### src/rtl/muldiv_unit_pkg.sv
// Shared definitions for the RV32M multiply/divide unit: operand width,
// funct3 op encodings and the FSM state type.
package muldiv_unit_pkg;

  localparam int XLEN = 32;

  localparam logic [2:0] F3_MUL    = 3'b000;
  localparam logic [2:0] F3_MULH   = 3'b001;
  localparam logic [2:0] F3_MULHSU = 3'b010;
  localparam logic [2:0] F3_MULHU  = 3'b011;
  localparam logic [2:0] F3_DIV    = 3'b100;
  localparam logic [2:0] F3_DIVU   = 3'b101;
  localparam logic [2:0] F3_REM    = 3'b110;
  localparam logic [2:0] F3_REMU   = 3'b111;

  typedef enum logic [1:0] {
    S_IDLE = 2'd0,
    S_MUL  = 2'd1,
    S_DIV  = 2'd2,
    S_DONE = 2'd3
  } state_e;

endpackage

### src/rtl/muldiv_div_step.sv
// One restoring-division iteration: shift the next dividend bit into the
// partial remainder, subtract the divisor if it fits, shift in a quotient bit.
module muldiv_div_step
  import muldiv_unit_pkg::*;
#(
  parameter int W = XLEN
) (
  input  logic [W-1:0] remIn,
  input  logic [W-1:0] quoIn,
  input  logic [W-1:0] divisor,
  output logic [W-1:0] remOut,
  output logic [W-1:0] quoOut
);

  logic [W:0]   remShift;
  logic [W-1:0] diff;
  logic         fits;

  always_comb begin
    remShift = {remIn, quoIn[W-1]};
    fits     = remShift >= {1'b0, divisor};
    // When the divisor fits the true difference is below 2^W, so the
    // wrapped low word is exact.
    diff     = remShift[W-1:0] - divisor;
    remOut   = fits ? diff : remShift[W-1:0];
    quoOut   = {quoIn[W-2:0], fits};
  end

endmodule

### src/rtl/muldiv_unit.sv
// Iterative RV32M multiply/divide unit: single-cycle multiply, 32-step
// restoring divide, with fast paths for divide-by-zero and signed overflow.
module muldiv_unit #(
  parameter int XLEN       = 32,
  parameter int DIV_CYCLES = 32
) (
  input  logic            clk,
  input  logic            rst,
  input  logic            start_i,
  input  logic [2:0]      funct3_i,
  input  logic [XLEN-1:0] op_a_i,
  input  logic [XLEN-1:0] op_b_i,
  input  logic [4:0]      rd_i,
  input  logic            flush_i,
  output logic            busy_o,
  output logic            done_o,
  output logic [XLEN-1:0] result_o,
  output logic [4:0]      rd_o,
  output logic [1:0]      dbgState
);
  import muldiv_unit_pkg::*;

  localparam int CW = $clog2(DIV_CYCLES + 1);
  localparam logic [XLEN-1:0] MIN_INT = {1'b1, {(XLEN-1){1'b0}}};

  state_e          state;
  logic [XLEN-1:0] opA, opB, quo, rem, dvsr, remNext, quoNext;
  logic [2:0]      f3;
  logic [4:0]      rdQ;
  logic [CW-1:0]   cnt;

  logic            accept, inSigned, fastPath;
  logic [XLEN-1:0] magA, magB;

  always_comb begin
    accept   = start_i && !flush_i && (state == S_IDLE || state == S_DONE);
    inSigned = !funct3_i[0];
    magA     = (inSigned && op_a_i[XLEN-1]) ? -op_a_i : op_a_i;
    magB     = (inSigned && op_b_i[XLEN-1]) ? -op_b_i : op_b_i;
    // Multiplies and the special divide cases all finish with MUL timing.
    fastPath = !funct3_i[2] || (op_b_i == '0) ||
               (inSigned && op_a_i == MIN_INT && op_b_i == '1);
  end

  logic                   aSigned, bSigned, negQ, negR;
  logic signed [XLEN:0]   aExt, bExt;
  logic [2*XLEN-1:0]      prod;
  logic [XLEN-1:0]        mulRes, fastRes, quickRes, divRes;

  always_comb begin
    aSigned  = (f3 == F3_MULH) || (f3 == F3_MULHSU);
    bSigned  = (f3 == F3_MULH);
    aExt     = {aSigned & opA[XLEN-1], opA};
    bExt     = {bSigned & opB[XLEN-1], opB};
    prod     = (2*XLEN)'(aExt) * (2*XLEN)'(bExt);
    mulRes   = (f3 == F3_MUL) ? prod[XLEN-1:0] : prod[2*XLEN-1:XLEN];
    if (opB == '0) fastRes = f3[1] ? opA : '1;
    else           fastRes = f3[1] ? '0  : opA;
    quickRes = f3[2] ? fastRes : mulRes;
    negQ     = !f3[0] && (opA[XLEN-1] ^ opB[XLEN-1]);
    negR     = !f3[0] && opA[XLEN-1];
    if (f3[1]) divRes = negR ? -rem : rem;
    else       divRes = negQ ? -quo : quo;
  end

  muldiv_div_step #(.W(XLEN)) u_step (
    .remIn  (rem),
    .quoIn  (quo),
    .divisor(dvsr),
    .remOut (remNext),
    .quoOut (quoNext)
  );

  always_ff @(posedge clk or posedge rst) begin
    if (rst) begin
      state    <= S_IDLE;
      busy_o   <= 1'b0;
      done_o   <= 1'b0;
      result_o <= '0;
      rd_o     <= '0;
      opA      <= '0;
      opB      <= '0;
      f3       <= '0;
      rdQ      <= '0;
      quo      <= '0;
      rem      <= '0;
      dvsr     <= '0;
      cnt      <= '0;
    end else if (flush_i) begin
      state  <= S_IDLE;
      busy_o <= 1'b0;
      done_o <= 1'b0;
    end else begin
      case (state)
        S_MUL: begin
          result_o <= quickRes;
          rd_o     <= rdQ;
          state    <= S_DONE;
          busy_o   <= 1'b0;
          done_o   <= 1'b1;
        end
        S_DIV: begin
          if (cnt == CW'(DIV_CYCLES)) begin
            result_o <= divRes;
            rd_o     <= rdQ;
            state    <= S_DONE;
            busy_o   <= 1'b0;
            done_o   <= 1'b1;
          end else begin
            rem <= remNext;
            quo <= quoNext;
            cnt <= cnt + 1'b1;
          end
        end
        default: begin
          if (accept) begin
            opA    <= op_a_i;
            opB    <= op_b_i;
            f3     <= funct3_i;
            rdQ    <= rd_i;
            quo    <= magA;
            dvsr   <= magB;
            rem    <= '0;
            cnt    <= '0;
            state  <= fastPath ? S_MUL : S_DIV;
            busy_o <= 1'b1;
            done_o <= 1'b0;
          end else begin
            state  <= S_IDLE;
            busy_o <= 1'b0;
            done_o <= 1'b0;
          end
        end
      endcase
    end
  end

  assign dbgState = state;

endmodule
### config.mk
export PLATFORM = sky130hd
export DESIGN_NAME = muldiv_unit
export DESIGN_NICKNAME = d
export VERILOG_FILES = /design/src/rtl/muldiv_unit_pkg.sv /design/src/rtl/muldiv_div_step.sv /design/src/rtl/muldiv_unit.sv
export SDC_FILE = /design/constraint.sdc
export NUM_CORES = 2
export LEC_CHECK = 0
export BUFFER_PORTS_ARGS = -buffer_cell sky130_fd_sc_hd__buf_2
export CAP_MARGIN = 40
export CORE_MARGIN = 2
export CORE_UTILIZATION = 60
export DETAILED_ROUTE_END_ITERATION = 12
export PLACE_DENSITY = 0.8
export SYNTH_ARGS = -nofsm -noshare
export SYNTH_HDL_FRONTEND = slang
export SYNTH_SLANG_ARGS = --single-unit
### constraint.sdc
create_clock -name clk -period 7.9 [get_ports clk]
set_input_delay 0.395 -clock clk [delete_from_list [all_inputs] [get_ports clk]]
set_output_delay 0.395 -clock clk [all_outputs]
set_load 0.005 [all_outputs]
==> run summary <==
OUTCOME
--------------------------------------------------------------------------------------
Status                                                                    finished with violations
Failing checks                                                            negative setup slack

CRITICAL PATH
--------------------------------------------------------------------------------------
Reg-to-reg critical path startpoint                                              f3[0]
Standard cell with the maximum stage delay on the critical path                   fa_2
Sort of element at the end of the critical path                               register
Required time of the critical path                                             8.36 ns
Data arrival time of the critical path                                         8.53 ns
Sort of element at the start of the critical path                             register
Cell count of the worst reg-to-reg path                                             31
Largest stage delay on the critical path                                       0.59 ns
Worst reg2reg path endpoint                                               result_o[28]
Most common cell type on the critical path                                        fa_1
Slack of the worst reg-to-reg path                                            -0.17 ns
Max Fanout on Critical Path                                                         14
CP Class                                                                    reg -> reg

FINISH
--------------------------------------------------------------------------------------
Number of filler instances in the final layout                                    6484
Commonest cells after routing, fill and taps aside                        inv_1, fa_1, nand2_1
Number of non-filler instances in the completed layout                            7247
Leading cell type in the layout, fill and taps excluded                          inv_1
Layout net count                                                                  7521
Share of post-route cells with drive strength above 1                           12.21%
P&R area growth vs syn                                                          11.20%

STA
--------------------------------------------------------------------------------------
Fmax                                                                         123.9 MHz
Skew final                                                                  0.01996 ns
Worst hold slack across all endpoints                                       0.06563 ns
Tightest slew margin relative to the limit                                      40.39%
RSZ-0062 raised after global routing                                               yes
Final Worst Setup Slack                                                     -0.1679 ns
Slew at the pin closest to its max-slew limit                                0.8942 ns
Fin crit period                                                               8.068 ns
Pins Over Slew Limit                                                                 0
Final hold violation count                                                           0
Final-report setup violation count                                                   8
Final period utilization                                                        102.1%

PLACEMENT
--------------------------------------------------------------------------------------
Count of input and output buffers                                                  116
Final HPWL from detailed placement                                           126900 um
DP Worst Slack                                                              -0.2030 ns
Weighted congestion reported at the end of routability-driven placement          1.034
Number of cells in the design after placement                                     7181

GRT
--------------------------------------------------------------------------------------
First-pass GRT wire length                                                   252500 um
Total gr overflow                                                                    0
Number of global-route vias before repair                                        45560
Global router's overall resource usage                                          36.64%
Pin count of the biggest net entering global routing                                90
Initial antenna violation count                                                     10

ROUTE
--------------------------------------------------------------------------------------
Total number of vias                                                             42540
Remaining routing DRC violations                                                     0
Length of the first detailed-routing pass in iterations                              8
Per-cell via count in the routed design                                          5.869
Total wirelength of the detailed-routed design                               158800 um
Mean routed wirelength per cell                                               21.91 um
Starting DRC count in detailed routing                                            4131
Antenna viol nets, final                                                             0

CLOCK NETWORK
--------------------------------------------------------------------------------------
Later-pin clock latency in the skew report                                     0.56 ns
CTS H-tree depth                                                                     1
Number of sinks handled by clock tree synthesis                                    214
Buffer levels on the longest clock path                                              3
Clock-pin transition on the worst setup and hold timing paths                  0.07 ns
CTS tree                                                                         built
Inserted Clock Buffers                                                              25
Library cell used as clock root buffer                                       clkbuf_16

SYNTH
--------------------------------------------------------------------------------------
Async set or reset register ratio after synthesis                               100.0%
Yosys synthesis warning count                                                        0
Average cell area after synthesis                                           8.819 um^2
Mux share of post-synthesis cell area                                           2.120%
Top FF cell, synth                                                             dfrtp_1
Netlist cell types                                                                  70
Cell count after synthesis                                                        5902
XOR/XNOR Fraction of Synth Area                                                 3.450%
Main combinational cell family by area after synthesis                     adder cells
Share of synthesized cell area in and, or, nand and nor gates                   14.92%
Synthesized netlist net count                                                     7358
Post-synthesis compound-gate area fraction                                      8.253%
Total standard cell area after synthesis                                    52050 um^2
Number of enable flip-flop cells after synthesis                                     0
Sequential fraction of the synthesis area                                       10.29%
Adder-cell share of the synthesized area                                        49.42%
FF+latch count, synth                                                              214

HOLD PATH
--------------------------------------------------------------------------------------
Min-Delay Endpoint                                                              rdQ[4]
Source of the worst hold timing path                                           rd_i[4]
Hold Crit Class                                                              in -> reg
Number of instances on the worst hold path                                           2

DIE
--------------------------------------------------------------------------------------
Die X                                                                         298.5 um
Core region area                                                            86350 um^2
Boundary pin count                                                                 117
Die Y                                                                         298.5 um
Standard-cell rows                                                                 108
Starting density of the core                                                    60.28%
Floorplan die area                                                          89120 um^2

FLOW RUN
--------------------------------------------------------------------------------------
Max-cap check violation count                                                        0

==> routing by layer <==
layer  up-vias  GRT usage [%]  part of all wire [%]
met2      2383          58.63                    46
met3       607          7.539                    10
met5         -              0                 0.016
met1     21390          46.71                    37
met4         4          20.88                   7.1
li1      18150              -                     -
==> metrics by stage <==
step | cell area, um^2 | setup TNS [ns] | utilization [%]
2_1_floorplan | 52180 | -0.1992 | -
3_3_place_gp | 56320 | -0.05121 | 65.22
3_5_place_dp | 56420 | -0.9988 | 65.34
4_1_cts | 57360 | -0.4181 | 66.43
5_1_grt | 57860 | -4.440 | 67.01
6_report | 57870 | -0.5907 | 67.02
==> Yosys cell counts (all sizes together), types with 84 or more instances <==
library cell	n	area [um^2]
fa	1126	22540
xnor2	121	1060
nor2	160	600.6
a21oi	210	1055
dfrtp	214	5355
inv	1238	4647
xor2	84	735.7
o21ai	228	1149
clkbuf	342	1284
ha	254	3178
nand2	973	3652
and2	317	1983
==> cell families after synthesis <==
| kind of cell | Yosys count |
|---|---|
| xor+xnor | 205 |
| mux | 102 |
| fa+ha+maj | 1380 |
| buf+inv | 1595 |
| compound gates | 709 |
| simple gates | 1697 |
| flops | 214 |
==> worst max-delay path, delay by kind of cell, from the launching register on <==
family | cells | cell delay (ns)
fa+ha+maj | 9 | 4.42
compound gates | 7 | 1.19
xor+xnor | 1 | 0.22
buf+inv | 9 | 0.92
simple gates | 4 | 0.53
mux | 1 | 0.25
flops | 1 | 0.41
==> area by class of cell <==
type | count | area [um^2] | area share, %
Multi-Input combinational cell | 4093 | 41260 | 71.29
Clock buffer | 31 | 688.2 | 1.189
Tap cell | 1155 | 1445 | 2.497
Clock inverter | 15 | 175.2 | 0.3027
Sequential cell | 214 | 5358 | 9.257
Timing Repair Buffer | 493 | 4268 | 7.374
Antenna cell | 8 | 20.02 | 0.03459
Inverter | 1238 | 4664 | 8.060
==> worst max-delay path by stage <==
stage / slack [ns] / end / depth (start not counted) / startpoint
3_5_place_dp: -0.20 / result_o[28] / 29 / f3[1]
2_1_floorplan: -0.11 / result_o[31] / 31 / f3[1]
4_1_cts: -0.08 / result_o[28] / 30 / f3[1]
5_1_grt: -0.41 / result_o[30] / 31 / f3[0]
6_report: -0.17 / result_o[28] / 31 / f3[0]
3_3_place_gp: -0.02 / result_o[28] / 31 / f3[1]
==> flip-flops by register name, indices dropped and copies added, names as in the netlist <==
| signal | cells |
|---|---|
| opA | 32 |
| opB | 32 |
| quo | 32 |
| rem | 32 |
| result_o | 32 |
| dvsr | 31 |
| cnt | 6 |
| rdQ | 5 |
| rd_o | 5 |
| f3 | 3 |
| dbgState | 2 |
| busy_o | 1 |
| done_o | 1 |
==> timing repair <==
item                       CTS  global route
hold endpoints to repair    30             0
pin swaps                    1            21
setup buffers                2             7
resized for setup           13            92
hold buffers                 1             0
setup endpoints to repair   13            32
Power is left out: the tool's default activity adds up to more than one toggle a clock period on the data nets, which glitch-free logic cannot reach.
